### src/rtl/voice_allocator.sv
// ---------------------------------------------------------------------------
// voice_allocator
//
// Polyphonic voice scheduler that sits between the debounced key bank and a
// bank of NUM_VOICES NCOs. On each sample_clk_en strobe it takes a snapshot
// of the keys and runs a multi-cycle scan:
//   RELEASE : one voice per cycle; frees voices whose key is no longer held.
//   PRESS   : one key per cycle, ascending; gives each newly pressed key a
//             voice. It uses the lowest-index free voice first. With the
//             optional feature enabled, it otherwise takes the oldest voice.
//   UPDATE  : one cycle; publishes per-voice increment, mute and key.
// Latency from strobe to scan_done is NUM_VOICES + NUM_KEYS + 2 cycles.
//
// Optional feature (compile-time macro VOICE_STEAL_EN):
//   defined   - when no voice is free, the oldest active voice is stolen.
//               Age counters are 8 bits and saturate.
//   undefined - a press with no free voice is ignored, and no age counters
//               are built.
//
// Ports:
//   clk              system clock
//   rst              asynchronous reset, active low
//   sample_clk_en    one-cycle strobe per audio sample; starts a scan
//   keys             debounced key levels, bit i = key i, 1 = pressed
//   key_increments   packed increment table, slice i = key i
//   voice_increment  packed per-voice NCO increment (0 when the voice is idle)
//   voice_mute       1 = voice silent
//   voice_key        packed key index owned by each voice
//   scan_done        one-cycle pulse when the voice outputs have been updated
//   overrun          sticky; set when a strobe arrives during a scan
//   busy_led         registered OR of the voice active flags
// ---------------------------------------------------------------------------
module voice_allocator #(
    parameter int NUM_KEYS   = 12,
    parameter int NUM_VOICES = 4,
    parameter int INC_W      = 32,
    parameter int KEY_W      = 4
) (
    input  logic                        clk,
    input  logic                        rst,
    input  logic                        sample_clk_en,
    input  logic [NUM_KEYS-1:0]         keys,
    input  logic [NUM_KEYS*INC_W-1:0]   key_increments,
    output logic [NUM_VOICES*INC_W-1:0] voice_increment,
    output logic [NUM_VOICES-1:0]       voice_mute,
    output logic [NUM_VOICES*KEY_W-1:0] voice_key,
    output logic                        scan_done,
    output logic                        overrun,
    output logic                        busy_led
);

    localparam int KEY_SPACE = 2**KEY_W;
    localparam int VOICE_W   = $clog2(NUM_VOICES);
    localparam int CNT_MAX   = (NUM_KEYS > NUM_VOICES) ? NUM_KEYS : NUM_VOICES;
    localparam int IDX_W     = (CNT_MAX > 1) ? $clog2(CNT_MAX) : 1;

    typedef enum logic [1:0] {
        S_IDLE,
        S_RELEASE,
        S_PRESS,
        S_UPDATE
    } state_t;

    state_t r_state;
    state_t w_state_next;

    // Scan bookkeeping
    logic [IDX_W-1:0]    r_idx;     // voice index in RELEASE, key index in PRESS
    logic [NUM_KEYS-1:0] r_snap;
    logic [NUM_KEYS-1:0] r_new;
    logic [NUM_KEYS-1:0] r_prev;

    // Voice state
    logic [NUM_VOICES-1:0] r_active;
    logic [KEY_W-1:0]      r_key [NUM_VOICES];

    // Output registers
    logic [NUM_VOICES*INC_W-1:0] r_voice_increment;
    logic [NUM_VOICES-1:0]       r_voice_mute;
    logic [NUM_VOICES*KEY_W-1:0] r_voice_key;
    logic                        r_scan_done;
    logic                        r_overrun;
    logic                        r_busy_led;

    // Combinational helpers
    logic [KEY_SPACE-1:0]  w_snap_ext;
    logic [KEY_SPACE-1:0]  w_new_ext;
    logic [INC_W-1:0]      w_inc_tbl [KEY_SPACE];
    logic [KEY_W-1:0]      w_cur_key;
    logic                  w_last_voice;
    logic                  w_last_key;
    logic                  w_scan_start;
    logic [NUM_VOICES-1:0] w_vsel;
    logic [NUM_VOICES-1:0] w_release;
    logic [NUM_VOICES-1:0] w_owns;
    logic                  w_key_owned;
    logic                  w_new_bit;
    logic                  w_free_found;
    logic [VOICE_W-1:0]    w_free_idx;
    logic                  w_steal_found;
    logic [VOICE_W-1:0]    w_steal_idx;
    logic                  w_alloc_do;
    logic [VOICE_W-1:0]    w_alloc_idx;
    logic [NUM_VOICES-1:0] w_alloc_sel;

    // The key vectors are widened to the full key-index space. This lets a
    // KEY_W-bit index select from them directly. The padding bits are never
    // addressed by a real key.
    assign w_snap_ext   = KEY_SPACE'(r_snap);
    assign w_new_ext    = KEY_SPACE'(r_new);
    assign w_cur_key    = KEY_W'(r_idx);
    assign w_last_voice = (r_idx == IDX_W'(NUM_VOICES - 1));
    assign w_last_key   = (r_idx == IDX_W'(NUM_KEYS - 1));
    assign w_scan_start = (r_state == S_IDLE) && sample_clk_en;
    assign w_new_bit    = w_new_ext[w_cur_key];
    assign w_key_owned  = |w_owns;

    // Increment lookup table, padded with zeros up to the full key-index space.
    genvar gi;
    generate
        for (gi = 0; gi < KEY_SPACE; gi++) begin : g_inc_tbl
            if (gi < NUM_KEYS) begin : g_real
                assign w_inc_tbl[gi] = key_increments[gi*INC_W +: INC_W];
            end else begin : g_pad
                assign w_inc_tbl[gi] = '0;
            end
        end
    endgenerate

    // Per-voice decode
    generate
        for (gi = 0; gi < NUM_VOICES; gi++) begin : g_voice
            assign w_vsel[gi]      = (r_idx == IDX_W'(gi));
            assign w_release[gi]   = r_active[gi] && !w_snap_ext[r_key[gi]];
            assign w_owns[gi]      = r_active[gi] && (r_key[gi] == w_cur_key);
            assign w_alloc_sel[gi] = w_alloc_do && (w_alloc_idx == VOICE_W'(gi));
        end
    endgenerate

    // Find the lowest-index inactive voice. The scan runs downward, so the
    // last match written is the lowest index.
    always_comb begin
        w_free_found = 1'b0;
        w_free_idx   = '0;
        for (int i = NUM_VOICES - 1; i >= 0; i--) begin
            if (!r_active[i]) begin
                w_free_found = 1'b1;
                w_free_idx   = VOICE_W'(i);
            end
        end
    end

`ifdef VOICE_STEAL_EN
    localparam int AGE_W = 8;

    logic [AGE_W-1:0]      r_age [NUM_VOICES];
    logic [NUM_VOICES-1:0] r_fresh;     // allocated during the current scan
    logic [AGE_W-1:0]      w_best_age;

    // Find the oldest active voice that has not been handed out in this scan.
    // The strict '>' means a tie keeps the lower index.
    always_comb begin
        w_steal_found = 1'b0;
        w_steal_idx   = '0;
        w_best_age    = '0;
        for (int i = 0; i < NUM_VOICES; i++) begin
            if (r_active[i] && !r_fresh[i] &&
                (!w_steal_found || (r_age[i] > w_best_age))) begin
                w_steal_found = 1'b1;
                w_steal_idx   = VOICE_W'(i);
                w_best_age    = r_age[i];
            end
        end
    end
`else
    assign w_steal_found = 1'b0;
    assign w_steal_idx   = '0;
`endif

    // A newly pressed key that no voice owns takes a free voice if there is
    // one. Otherwise it takes a stolen voice, when stealing is enabled.
    assign w_alloc_do  = (r_state == S_PRESS) && w_new_bit && !w_key_owned &&
                         (w_free_found || w_steal_found);
    assign w_alloc_idx = w_free_found ? w_free_idx : w_steal_idx;

    // ---------------- FSM ----------------
    always_ff @(posedge clk or negedge rst) begin
        if (!rst) begin
            r_state <= S_IDLE;
        end else begin
            r_state <= w_state_next;
        end
    end

    always_comb begin
        w_state_next = r_state;
        case (r_state)
            S_IDLE:    if (sample_clk_en) w_state_next = S_RELEASE;
            S_RELEASE: if (w_last_voice)  w_state_next = S_PRESS;
            S_PRESS:   if (w_last_key)    w_state_next = S_UPDATE;
            S_UPDATE:  w_state_next = S_IDLE;
            default:   w_state_next = S_IDLE;
        endcase
    end

    // ---------------- Scan control ----------------
    always_ff @(posedge clk or negedge rst) begin
        if (!rst) begin
            r_idx       <= '0;
            r_snap      <= '0;
            r_new       <= '0;
            r_prev      <= '0;
            r_scan_done <= 1'b0;
            r_overrun   <= 1'b0;
        end else begin
            r_scan_done <= (r_state == S_UPDATE);
            // A strobe that arrives mid-scan is dropped. The event is recorded.
            if (sample_clk_en && (r_state != S_IDLE)) begin
                r_overrun <= 1'b1;
            end
            case (r_state)
                S_IDLE: begin
                    if (sample_clk_en) begin
                        r_snap <= keys;
                        r_new  <= keys & ~r_prev;
                        r_idx  <= '0;
                    end
                end
                S_RELEASE: r_idx  <= w_last_voice ? '0 : r_idx + 1'b1;
                S_PRESS:   r_idx  <= r_idx + 1'b1;
                S_UPDATE:  r_prev <= r_snap;
                default:   ;
            endcase
        end
    end

    // ---------------- Voice state ----------------
    always_ff @(posedge clk or negedge rst) begin
        if (!rst) begin
            r_active <= '0;
            for (int i = 0; i < NUM_VOICES; i++) begin
                r_key[i] <= '0;
`ifdef VOICE_STEAL_EN
                r_age[i] <= '0;
`endif
            end
`ifdef VOICE_STEAL_EN
            r_fresh <= '0;
`endif
        end else begin
            for (int i = 0; i < NUM_VOICES; i++) begin
                // The key index is kept after release, so voice_key still
                // shows the last key that the voice played.
                if ((r_state == S_RELEASE) && w_vsel[i] && w_release[i]) begin
                    r_active[i] <= 1'b0;
`ifdef VOICE_STEAL_EN
                    r_age[i]    <= '0;
`endif
                end
                if (w_alloc_sel[i]) begin
                    r_active[i] <= 1'b1;
                    r_key[i]    <= w_cur_key;
`ifdef VOICE_STEAL_EN
                    r_age[i]    <= '0;
                    r_fresh[i]  <= 1'b1;
                end else if (w_alloc_do && r_active[i] &&
                             (r_age[i] != {AGE_W{1'b1}})) begin
                    r_age[i]    <= r_age[i] + 1'b1;
`endif
                end
`ifdef VOICE_STEAL_EN
                if (w_scan_start) begin
                    r_fresh[i] <= 1'b0;
                end
`endif
            end
        end
    end

    // ---------------- Published outputs (change only in UPDATE) ----------------
    always_ff @(posedge clk or negedge rst) begin
        if (!rst) begin
            r_voice_increment <= '0;
            r_voice_mute      <= '1;
            r_voice_key       <= '0;
            r_busy_led        <= 1'b0;
        end else if (r_state == S_UPDATE) begin
            for (int i = 0; i < NUM_VOICES; i++) begin
                r_voice_increment[i*INC_W +: INC_W] <= r_active[i] ? w_inc_tbl[r_key[i]] : '0;
                r_voice_key[i*KEY_W +: KEY_W]       <= r_key[i];
            end
            r_voice_mute <= ~r_active;
            r_busy_led   <= |r_active;
        end
    end

    assign voice_increment = r_voice_increment;
    assign voice_mute      = r_voice_mute;
    assign voice_key       = r_voice_key;
    assign scan_done       = r_scan_done;
    assign overrun         = r_overrun;
    assign busy_led        = r_busy_led;

endmodule
### config.mk
export PLATFORM = sky130hd
export DESIGN_NAME = voice_allocator
export DESIGN_NICKNAME = d
export VERILOG_FILES = /design/src/rtl/voice_allocator.sv
export SDC_FILE = /design/constraint.sdc
export NUM_CORES = 1
export LEC_CHECK = 0
export ABC_AREA = 0
export ABC_CLOCK_PERIOD_IN_PS = 2400
export BUFFER_PORTS_ARGS = -buffer_cell sky130_fd_sc_hd__buf_2
export CORE_AREA = 2 2 212 214
export CTS_BUF_LIST = sky130_fd_sc_hd__clkbuf_8
export DETAILED_ROUTE_END_ITERATION = 7
export DIE_AREA = 0 0 214 216
export PLACE_DENSITY = 0.75
export SLEW_MARGIN = 20
export SYNTH_ARGS = -nofsm -noshare
export SYNTH_HDL_FRONTEND = slang
export SYNTH_SLANG_ARGS = --single-unit
### constraint.sdc
create_clock -name clk -period 2.4 [get_ports clk]
set_input_delay 0.12 -clock clk [delete_from_list [all_inputs] [get_ports clk]]
set_output_delay 0.12 -clock clk [all_outputs]
set_load 0.005 [all_outputs]
==> results.toml, run 1 <==
[status]
status = "finished, final reports clean"

[sta]
fin_crit_sh = 0.998
rsz0062_at_grt = "true"
slew_headroom = 0.320
period_minus_slack_ps = 2400
setup_ws_ps = 3.67
whs_ps = 51.4
setup-tns-final_ps = 0
finalSetupViolations = 0
tightest_slew_ps = 1020
finalMaxSlewViolations = 0
report.final.hold_viol_count = 0
max_clock_freq_mhz = 417
worst_clock_skew_ps = 50.7

[yosys]
synthCells = 1647
synth_area_per_cell_um2 = 12.4
yosysUniqueCellTypes = 40
synth_nets = 2056
syn_area_mm2 = 0.0204
ys_ff_latch = 213
ys.warnings.count = 0
yosysSeqAreaShare = 0.261

[cells_and_area]
finalInstanceArea_mm2 = 0.0259
multi_input_area_mm2 = 0.0139
nets = 2604
nFillCells = 3524
regArea_mm2 = 0.00538
syn_to_final_growth_pct = 26.9
layout-drive-gt1-share = 0.540

[place]
gp_congestion = 0.952
numPortBuffers = 549
placed_area_mm2 = 0.0243
hpwl_um = 56800
place_ws_ps = -74.3

[global_route]
grt_overflow = 0
grt_pass1_vias = 19922
top_usage_layer = "met2"
antenna_found_initial = 26
grt_max_degree = 102
use_met1 = 0.440
use_met2 = 0.564
grt_usage = 0.356
grt_use_met3 = 0.0960
grt_pass1_wl_um = 124000

[worst_setup_path]
start_kind = "register"
path_class = "register to register"
cp_max_fo = 5
critPathRequiredTime_ps = 2890
arrival_ps = 2890
endpoint_kind = "register"

[routing]
wl_per_cell_um = 29.9
drcViolationCount = 0
drtAntennaViolNets = 0
route.vias.total = 19591
first_pass_iters = 8
routed_via_density = 6.87
drt_iter0_drc = 3120
finalWirelength_um = 85200

[clock_network]
clockBufferDepth = 3
clock_latency_ps = 640
numCtsBuffers = 43
clk_pin_slew_worst_paths_ps = 60
cts_tree = "built"
numClockSinks = 213
root_buffer = "clkbuf_8"
htreeDepth = 2

[floorplan]
die_w_um = 214
rows = 77
start_util = 0.466
dieHeight_um = 216
io_pins = 550
die_area_mm2 = 0.0462
coreArea_mm2 = 0.0438

[power]
p_leak_nw = 10.3
p_per_area_mw_per_mm2 = 695
ir_drop_v = 0.000626

[hold_path]
hp-class = "primary input to register"

[job]
cap_violations = 0
==> layer usage <==
layer  part of all wire  wire, µm
met1               0.34     28700
met2               0.47     40400
met3               0.13     10800
met4              0.064      5420
met5            0.00014        12
==> cell usage in the layout (no fill, tap or decap), drive strengths merged, types with 2 or more instances in the layout <==
master / Yosys / final
buf: 86 / 640
mux4: 399 / 399
dfrtp: 209 / 209
inv: 138 / 151
mux2i: 136 / 136
a21oi: 134 / 134
nor2: 131 / 131
o22ai: 129 / 129
mux2: 56 / 56
clkbuf: 96 / 55
dlygate4sd3: 0 / 41
diode: 0 / 29
nand2: 29 / 29
o21ai: 27 / 27
nand2b: 16 / 16
ha: 10 / 10
xnor2: 9 / 9
clkinv: 0 / 8
xor2: 7 / 7
nand3: 5 / 5
nor2b: 5 / 5
clkinvlp: 0 / 4
dfstp: 4 / 4
nor4: 4 / 4
bufinv: 0 / 3
nor3b: 2 / 2
o31ai: 2 / 2
nand3b: 2 / 2
or2: 2 / 2
nor3: 2 / 2
==> worst max-delay path, cell delays in order (launching register included) <==
cell     delay, ps
dfrtp_2        450
mux4_2         340
mux2i_1         60
o21ai_1        150
or4b_4         510
buf_6          150
nor4_4         140
buf_6          160
mux2_4         290
==> state kept, by name, summed over array words and instances, names as in the netlist <==
| name | cells |
|---|---|
| voice_increment | 128 |
| r_key | 16 |
| voice_key | 16 |
| r_new | 12 |
| r_prev | 12 |
| r_snap | 12 |
| r_active | 4 |
| r_idx | 4 |
| voice_mute | 4 |
| r_state | 2 |
| busy_led | 1 |
| overrun | 1 |
| scan_done | 1 |
==> cell usage after synthesis, drive strengths merged <==
| master | count | share of area |
|---|---|---|
| mux2i | 136 | 0.067 |
| inv | 138 | 0.025 |
| nor3b | 2 | 0.00073 |
| buf | 86 | 0.019 |
| a21o | 1 | 0.00037 |
| o21bai | 1 | 0.00037 |
| mux4 | 399 | 0.44 |
| o21ai | 27 | 0.0066 |
| xor2 | 7 | 0.0030 |
| a21oi | 134 | 0.033 |
| a211oi | 1 | 0.00037 |
| a41oi | 1 | 0.00043 |
| nor2b | 5 | 0.0015 |
| nand2 | 29 | 0.0053 |
| nor4 | 4 | 0.0020 |
| ha | 10 | 0.0061 |
| nand3 | 5 | 0.0012 |
| nand2b | 16 | 0.0049 |
| or2 | 2 | 0.00061 |
| dfstp | 4 | 0.0051 |
| o31ai | 2 | 0.00073 |
| or4b | 1 | 0.00049 |
| nand3b | 2 | 0.00073 |
| dfrtp | 209 | 0.26 |
| or3 | 1 | 0.00055 |
| o22ai | 129 | 0.040 |
| clkbuf | 96 | 0.018 |
| xnor2 | 9 | 0.0039 |
| nor3 | 2 | 0.00073 |
| mux2 | 56 | 0.032 |
| nor2 | 131 | 0.024 |
| or3b | 1 | 0.00043 |
==> power by group <==
part | switching, mW | total, mW | internal (mW)
sequential | 0.669 | 5.00 | 4.33
clock | 1.90 | 4.19 | 2.28
combinational | 4.33 | 8.83 | 4.50
total | 6.90 | 18.0 | 11.1
==> per-stage QoR <==
step / power (mW) / util / cells
global route: 18.8 / 0.591 / 2843
detailed placement: 13.5 / 0.555 / 2696
CTS: 17.8 / 0.586 / 2816
global placement: 13.2 / 0.555 / 2696
finish: 18.0 / 0.591 / 2850
floorplan: 10.3 / - / 1647
==> cell type report <==
type | instances | share of cell area
multi-input cells | 1114 | 0.535
flip-flops and latches | 213 | 0.207
repair buffers | 685 | 0.170
well taps | 592 | 0.0286
clock buffers | 51 | 0.0271
inverters | 138 | 0.0200
clock inverters | 28 | 0.00864
diodes | 29 | 0.00280
==> logic make-up (layout without fill, tap and decap cells) <==
logic type                 count (synthesis)  in the layout  synth area share
buffers and inverters                    320            902            0.0623
muxes                                    591            591             0.539
AOI/OAI and AO/OA                        296            296            0.0812
other                                      0             29                 0
xor gates and xnor gates                  16             16           0.00686
and+or+nand+nor                          201            201            0.0433
adders and majority gates                 10             10           0.00613
DFF                                      213            213             0.261
==> final timing paths <==
check / start / end / slack [ps] / depth (start not counted)
max in group asynchronous: rst / voice_key[0]$_DFFE_PN0P_ / 480 / 4
max: r_idx[0]$_DFFE_PN0P_ / r_key[6]$_DFFE_PN0P_ / 4 / 8
min reg2reg: voice_mute[2]$_DFFE_PN1P_ / voice_mute[2]$_DFFE_PN1P_ / 470 / 2
min in group asynchronous: rst / voice_increment[88]$_DFFE_PN0P_ / 550 / 3
max reg2reg: r_idx[0]$_DFFE_PN0P_ / r_key[6]$_DFFE_PN0P_ / 4 / 8
min: key_increments[131] / voice_increment[67]$_DFFE_PN0P_ / 50 / 4
==> repair_timing <==
action | CTS | global route
pin swaps | 1 | 1
gates cloned | 0 | 4
hold buffers | 41 | 0
gates resized for setup | 4 | 12
setup endpoints to repair | 16 | 40
hold endpoints to repair | 250 | 0
buffers inserted | 0 | 1
Note: power is estimated with default switching activity, not from simulation.
==> run 2: changes to the inputs <==
==> constraint.sdc (replaced) <==
create_clock -name clk -period 2.4 [get_ports clk]
set_input_delay 0.36 -clock clk [delete_from_list [all_inputs] [get_ports clk]]
set_output_delay 0.36 -clock clk [all_outputs]
set_load 0.005 [all_outputs]
==> results.toml, run 2 (synthesis results as in run 1) <==
[status]
status = "finished, final reports clean"

[worst_setup_path]
regToRegStartpoint = "r_idx[0]$_DFFE_PN0P_"
cp_max_fo = 5
critPathRequiredTime_ps = 2900
cp-startpoint = "r_idx[0]$_DFFE_PN0P_"
endpoint_kind = "register"
r2r_slack_ps = 30
arrival_ps = 2870
r2r-end = "r_key[4]$_DFFE_PN0P_"
path_class = "register to register"
start_kind = "register"
rr_worst_depth = 8

[hold_path]
hp-class = "primary input to register"
hold_end = "overrun$_DFFE_PN0P_"
whs_path_depth = 3
hp-start = "sample_clk_en"

[cells_and_area]
final_common_cell = "buf_2"
nFillCells = 3555
layout_common_cells = "548 x buf_2, 399 x mux4_2, 191 x dfrtp_1"
largest_register_ff_count = 128
syn_to_final_growth_pct = 24.6
layout-drive-gt1-share = 0.542
stdcell_count = 2816
nets = 2571

[clock_network]
cts_tree = "built"
clock_latency_ps = 620
htreeDepth = 2
numCtsBuffers = 42
clockBufferDepth = 3
root_buffer = "clkbuf_8"
clk_pin_slew_worst_paths_ps = 60
numClockSinks = 213

[sta]
period_minus_slack_ps = 2370
max_clock_freq_mhz = 422
tightest_slew_ps = 1030
worst_clock_skew_ps = 27.5
finalMaxSlewViolations = 0
finalSetupViolations = 0
report.final.hold_viol_count = 0
slew_headroom = 0.312
rsz0062_at_grt = "true"
fin_crit_sh = 0.987

[power]
intPower_mw = 10.7
p_sw_frac = 0.385
ir_drop_v = 0.000752
finalPower_mw = 17.4
pwr-share-clk = 0.214
p_switching_mw = 6.70
p_per_area_mw_per_mm2 = 684
seqPwrFrac = 0.286
p_comb_frac = 0.500
p_leak_nw = 10.1

[place]
hpwl_um = 56100
dp_cells = 2695
gp_congestion = 0.960
numPortBuffers = 549

[routing]
wl_per_cell_um = 29.0
route.vias.total = 19077
first_pass_iters = 6
routed_via_density = 6.77
finalWirelength_um = 81700
drcViolationCount = 0
drtAntennaViolNets = 0
drt_iter0_drc = 2763

[job]
cap_violations = 0

[global_route]
grt_pass1_wl_um = 122000
grt_usage = 0.350
grt_max_degree = 102
grt_overflow = 0
grt_pass1_vias = 19417
antenna_found_initial = 31

[floorplan]
die_w_um = 214
start_util = 0.466
dieHeight_um = 216
rows = 77
coreArea_mm2 = 0.0438
io_pins = 550
die_area_mm2 = 0.0462
[run 2: cell count changes in the layout (fill, tap and decap cells not counted), sizes merged]
cell and delta:
bufinv -2, diode +1, clkinv -3, buf -1, dlygate4sd3 -28, inv +9
clkbuf -6, clkinvlp -4
[run 2: final cells by class]
cell class / instances / area, µm² / area share
diodes: 30 / 75.1 / 0.00295
clock buffers: 48 / 661 / 0.0259
clock inverters: 28 / 158 / 0.00619
inverters: 138 / 518 / 0.0203
multi-input cells: 1114 / 13900 / 0.545
flip-flops and latches: 213 / 5380 / 0.211
well taps: 592 / 741 / 0.0291
repair buffers: 653 / 4040 / 0.159
[run 2: worst max path at each step]
stage                       endpoint  slack (ps)  cells after the start
6_report        r_key[4]$_DFFE_PN0P_          30                      8
5_1_grt         r_key[5]$_DFFE_PN0P_         -70                      8
4_1_cts         r_key[4]$_DFFE_PN0P_           2                      8
3_5_place_dp    r_key[4]$_DFFE_PN0P_         -90                      9
3_3_place_gp    r_key[7]$_DFFE_PN0P_         -40                      9
2_1_floorplan  r_key[11]$_DFFE_PN0P_           1                      8
[run 2: what timing repair did]
action	4_1_cts	5_1_grt
endpoints found under the hold margin	226	0
resized for setup	5	10
cloned	0	1
endpoints found under the setup margin	12	25
hold buffers	13	0
buffers inserted	1	0
pin swaps	1	1
[run 2: power by group through the flow]
stage          Sequential [mW]  Combinational [mW]  Clock, mW
3_3_place_gp              4.96                8.34          0
6_report                  4.98                8.70       3.73
2_1_floorplan             4.77                5.55          0
5_1_grt                   5.06                9.27       3.94
3_5_place_dp              5.01                8.55          0
4_1_cts                   4.95                8.62       3.80
[run 2: critical path: stages, from the launching register on]
cell and delay (ps):
dfrtp_2 450, mux4_2 340, mux2i_1 70, o21ai_1 140
or4b_4 510, buf_6 150, nor4_4 140, buf_6 160
mux2_4 290
[run 2: routing by layer]
metal	GRT usage	vias to the layer above	part of all wire	wire length (µm)
li1	-	7601	-	-
met1	0.437	9458	0.34	27900
met2	0.547	1645	0.47	38600
met3	0.103	367	0.13	10400
met4	0.199	6	0.059	4860
met5	0	-	0.00048	39
[run 2: stage by stage]
stage / area [µm²] / TNS (ps) / setup slack [ps] / hold slack (ps) / utilization
2_1_floorplan: 20400 / 0 / 0.998 / 64.4 / -
3_5_place_dp: 24400 / -499 / -92.5 / 153 / 0.556
4_1_cts: 25300 / 0 / 2.08 / 43.0 / 0.578
6_report: 25500 / 0 / 30.5 / 98.9 / 0.581
5_1_grt: 25500 / -597 / -73.2 / 88.7 / 0.581
3_3_place_gp: 24400 / -143 / -36.5 / 153 / 0.556
==> run 3: changes to the inputs <==
Settings changed: CORE_AREA 2 2 212 214 to unset, CORE_ASPECT_RATIO set to 1.4, CORE_MARGIN set to 1, CORE_UTILIZATION set to 30, DIE_AREA 0 0 214 216 to unset, PLACE_DENSITY 0.75 to unset.
==> results.toml, run 3 (synthesis results as in run 1) <==
[status]
status = "finished, final reports clean"

[worst_setup_path]
cp-startpoint = "r_idx[0]$_DFFE_PN0P_"
path_class = "register to register"
rr_worst_depth = 8
regToRegStartpoint = "r_idx[0]$_DFFE_PN0P_"
start_kind = "register"
endpoint_kind = "register"
r2r_slack_ps = 2
arrival_ps = 2860
critPathCapture = "r_key[5]$_DFFE_PN0P_"
r2r-end = "r_key[5]$_DFFE_PN0P_"
critPathRequiredTime_ps = 2870
cp_max_fo = 5

[clock_network]
clock_latency_ps = 610
cts_tree = "built"
clockBufferDepth = 3
htreeDepth = 2
clk_pin_slew_worst_paths_ps = 60
numClockSinks = 213
numCtsBuffers = 40
root_buffer = "clkbuf_8"

[power]
seqPwrFrac = 0.283
ir_drop_v = 0.000623
p_comb_frac = 0.496
pwr-share-clk = 0.221
p_sw_frac = 0.382
p_leak_nw = 10.1
intPower_mw = 10.7
p_switching_mw = 6.61
p_per_area_mw_per_mm2 = 672

[sta]
setup_ws_ps = 2.45
rsz0062_at_grt = "true"
tightest_slew_ps = 1050
setup-tns-final_ps = 0
slew_headroom = 0.299
worst_clock_skew_ps = 39.0
period_minus_slack_ps = 2400
fin_crit_sh = 0.999
report.final.hold_viol_count = 0
max_clock_freq_mhz = 417
finalSetupViolations = 0
finalMaxSlewViolations = 0

[floorplan]
io_pins = 550
die_area_mm2 = 0.0691
start_util = 0.305
dieHeight_um = 311
rows = 112
die_w_um = 223
coreArea_mm2 = 0.0670

[global_route]
grt_usage = 0.250
grt_max_degree = 102
grt_pass1_wl_um = 129000
grt_pass1_vias = 19882
grt_overflow = 0
antenna_found_initial = 38

[routing]
drcViolationCount = 0
routed_via_density = 6.05
drtAntennaViolNets = 0
drt_iter0_drc = 1694
finalWirelength_um = 87800
first_pass_iters = 5
wl_per_cell_um = 28.6
route.vias.total = 18593

[place]
numPortBuffers = 549
place_ws_ps = -81.4
gp_congestion = 0.895
hpwl_um = 61600

[cells_and_area]
largest_register_ff_count = 128
final_common_cell = "buf_2"
nets = 2572
nFillCells = 6592
layout_common_cells = "548 x buf_2, 399 x mux4_2, 191 x dfrtp_1"
syn_to_final_growth_pct = 26.0
layout-drive-gt1-share = 0.546

[hold_path]
whs_path_depth = 3
hp-class = "primary input to register"

[job]
cap_violations = 0
[run 3: area by class of cell]
type                    count  area, µm²  share of cell area
flip-flops and latches    213       5390               0.209
repair buffers            656       4000               0.155
diodes                     27       67.6             0.00262
multi-input cells        1114      13900               0.539
clock buffers              48        661              0.0257
clock inverters            23        166             0.00646
well taps                 855       1070              0.0416
inverters                 138        518              0.0201
[run 3: through the flow]
stage / cell area, µm² / cells / hold WS [ps] / util / total power [mW]
detailed placement: 24700 / 2963 / 409 / 0.369 / 13.5
floorplan: 20400 / 1647 / 64.4 / - / 10.3
CTS: 25700 / 3047 / 2.17 / 0.383 / 17.5
global route: 25700 / 3072 / 26.5 / 0.384 / 18.2
global placement: 24700 / 2963 / 396 / 0.369 / 13.3
finish: 25700 / 3074 / 64.6 / 0.384 / 17.3
[run 3: worst max-delay path, cell delays in order, from the launching register on]
cell     delay (ps)
dfrtp_2         440
mux4_2          340
mux2i_1          90
o21ai_1         130
or4b_4          490
buf_6           150
nor4_4          150
buf_4           180
mux2_4          300
[run 3: repair_timing]
item | CTS | global route
gates cloned | 0 | 0
setup buffers | 1 | 0
hold endpoints to repair | 72 | 0
hold buffers | 12 | 0
resized for setup | 4 | 4
pin swaps | 1 | 1
endpoints found under the setup margin | 12 | 14
[run 3: power by group through the flow]
stage               clock [mW]  sequential, mW  combinational [mW]
finish                    3.82            4.89                8.58
global route              4.08            4.97                9.19
CTS                       3.97            4.89                8.60
detailed placement           0            4.95                8.54
global placement             0            4.91                8.34
floorplan                    0            4.77                5.55
[run 3: per-layer routing]
layer  up-vias  GRT usage  part of all wire
met5         -          0            0.0017
met4        22      0.156             0.067
met3       358     0.0622             0.088
met2      1164      0.428              0.50
met1      9442      0.278              0.34
li1       7607          -                 -
[run 3: how the worst min path moves through the flow]
stage	startpoint	endpoint
2_1_floorplan	rst	busy_led$_DFFE_PN0P_
3_3_place_gp	rst	voice_increment[123]$_DFFE_PN0P_
3_5_place_dp	rst	voice_increment[26]$_DFFE_PN0P_
4_1_cts	keys[3]	r_new[3]$_DFFE_PN0P_
5_1_grt	keys[3]	r_snap[3]$_DFFE_PN0P_
6_report	keys[3]	r_new[3]$_DFFE_PN0P_
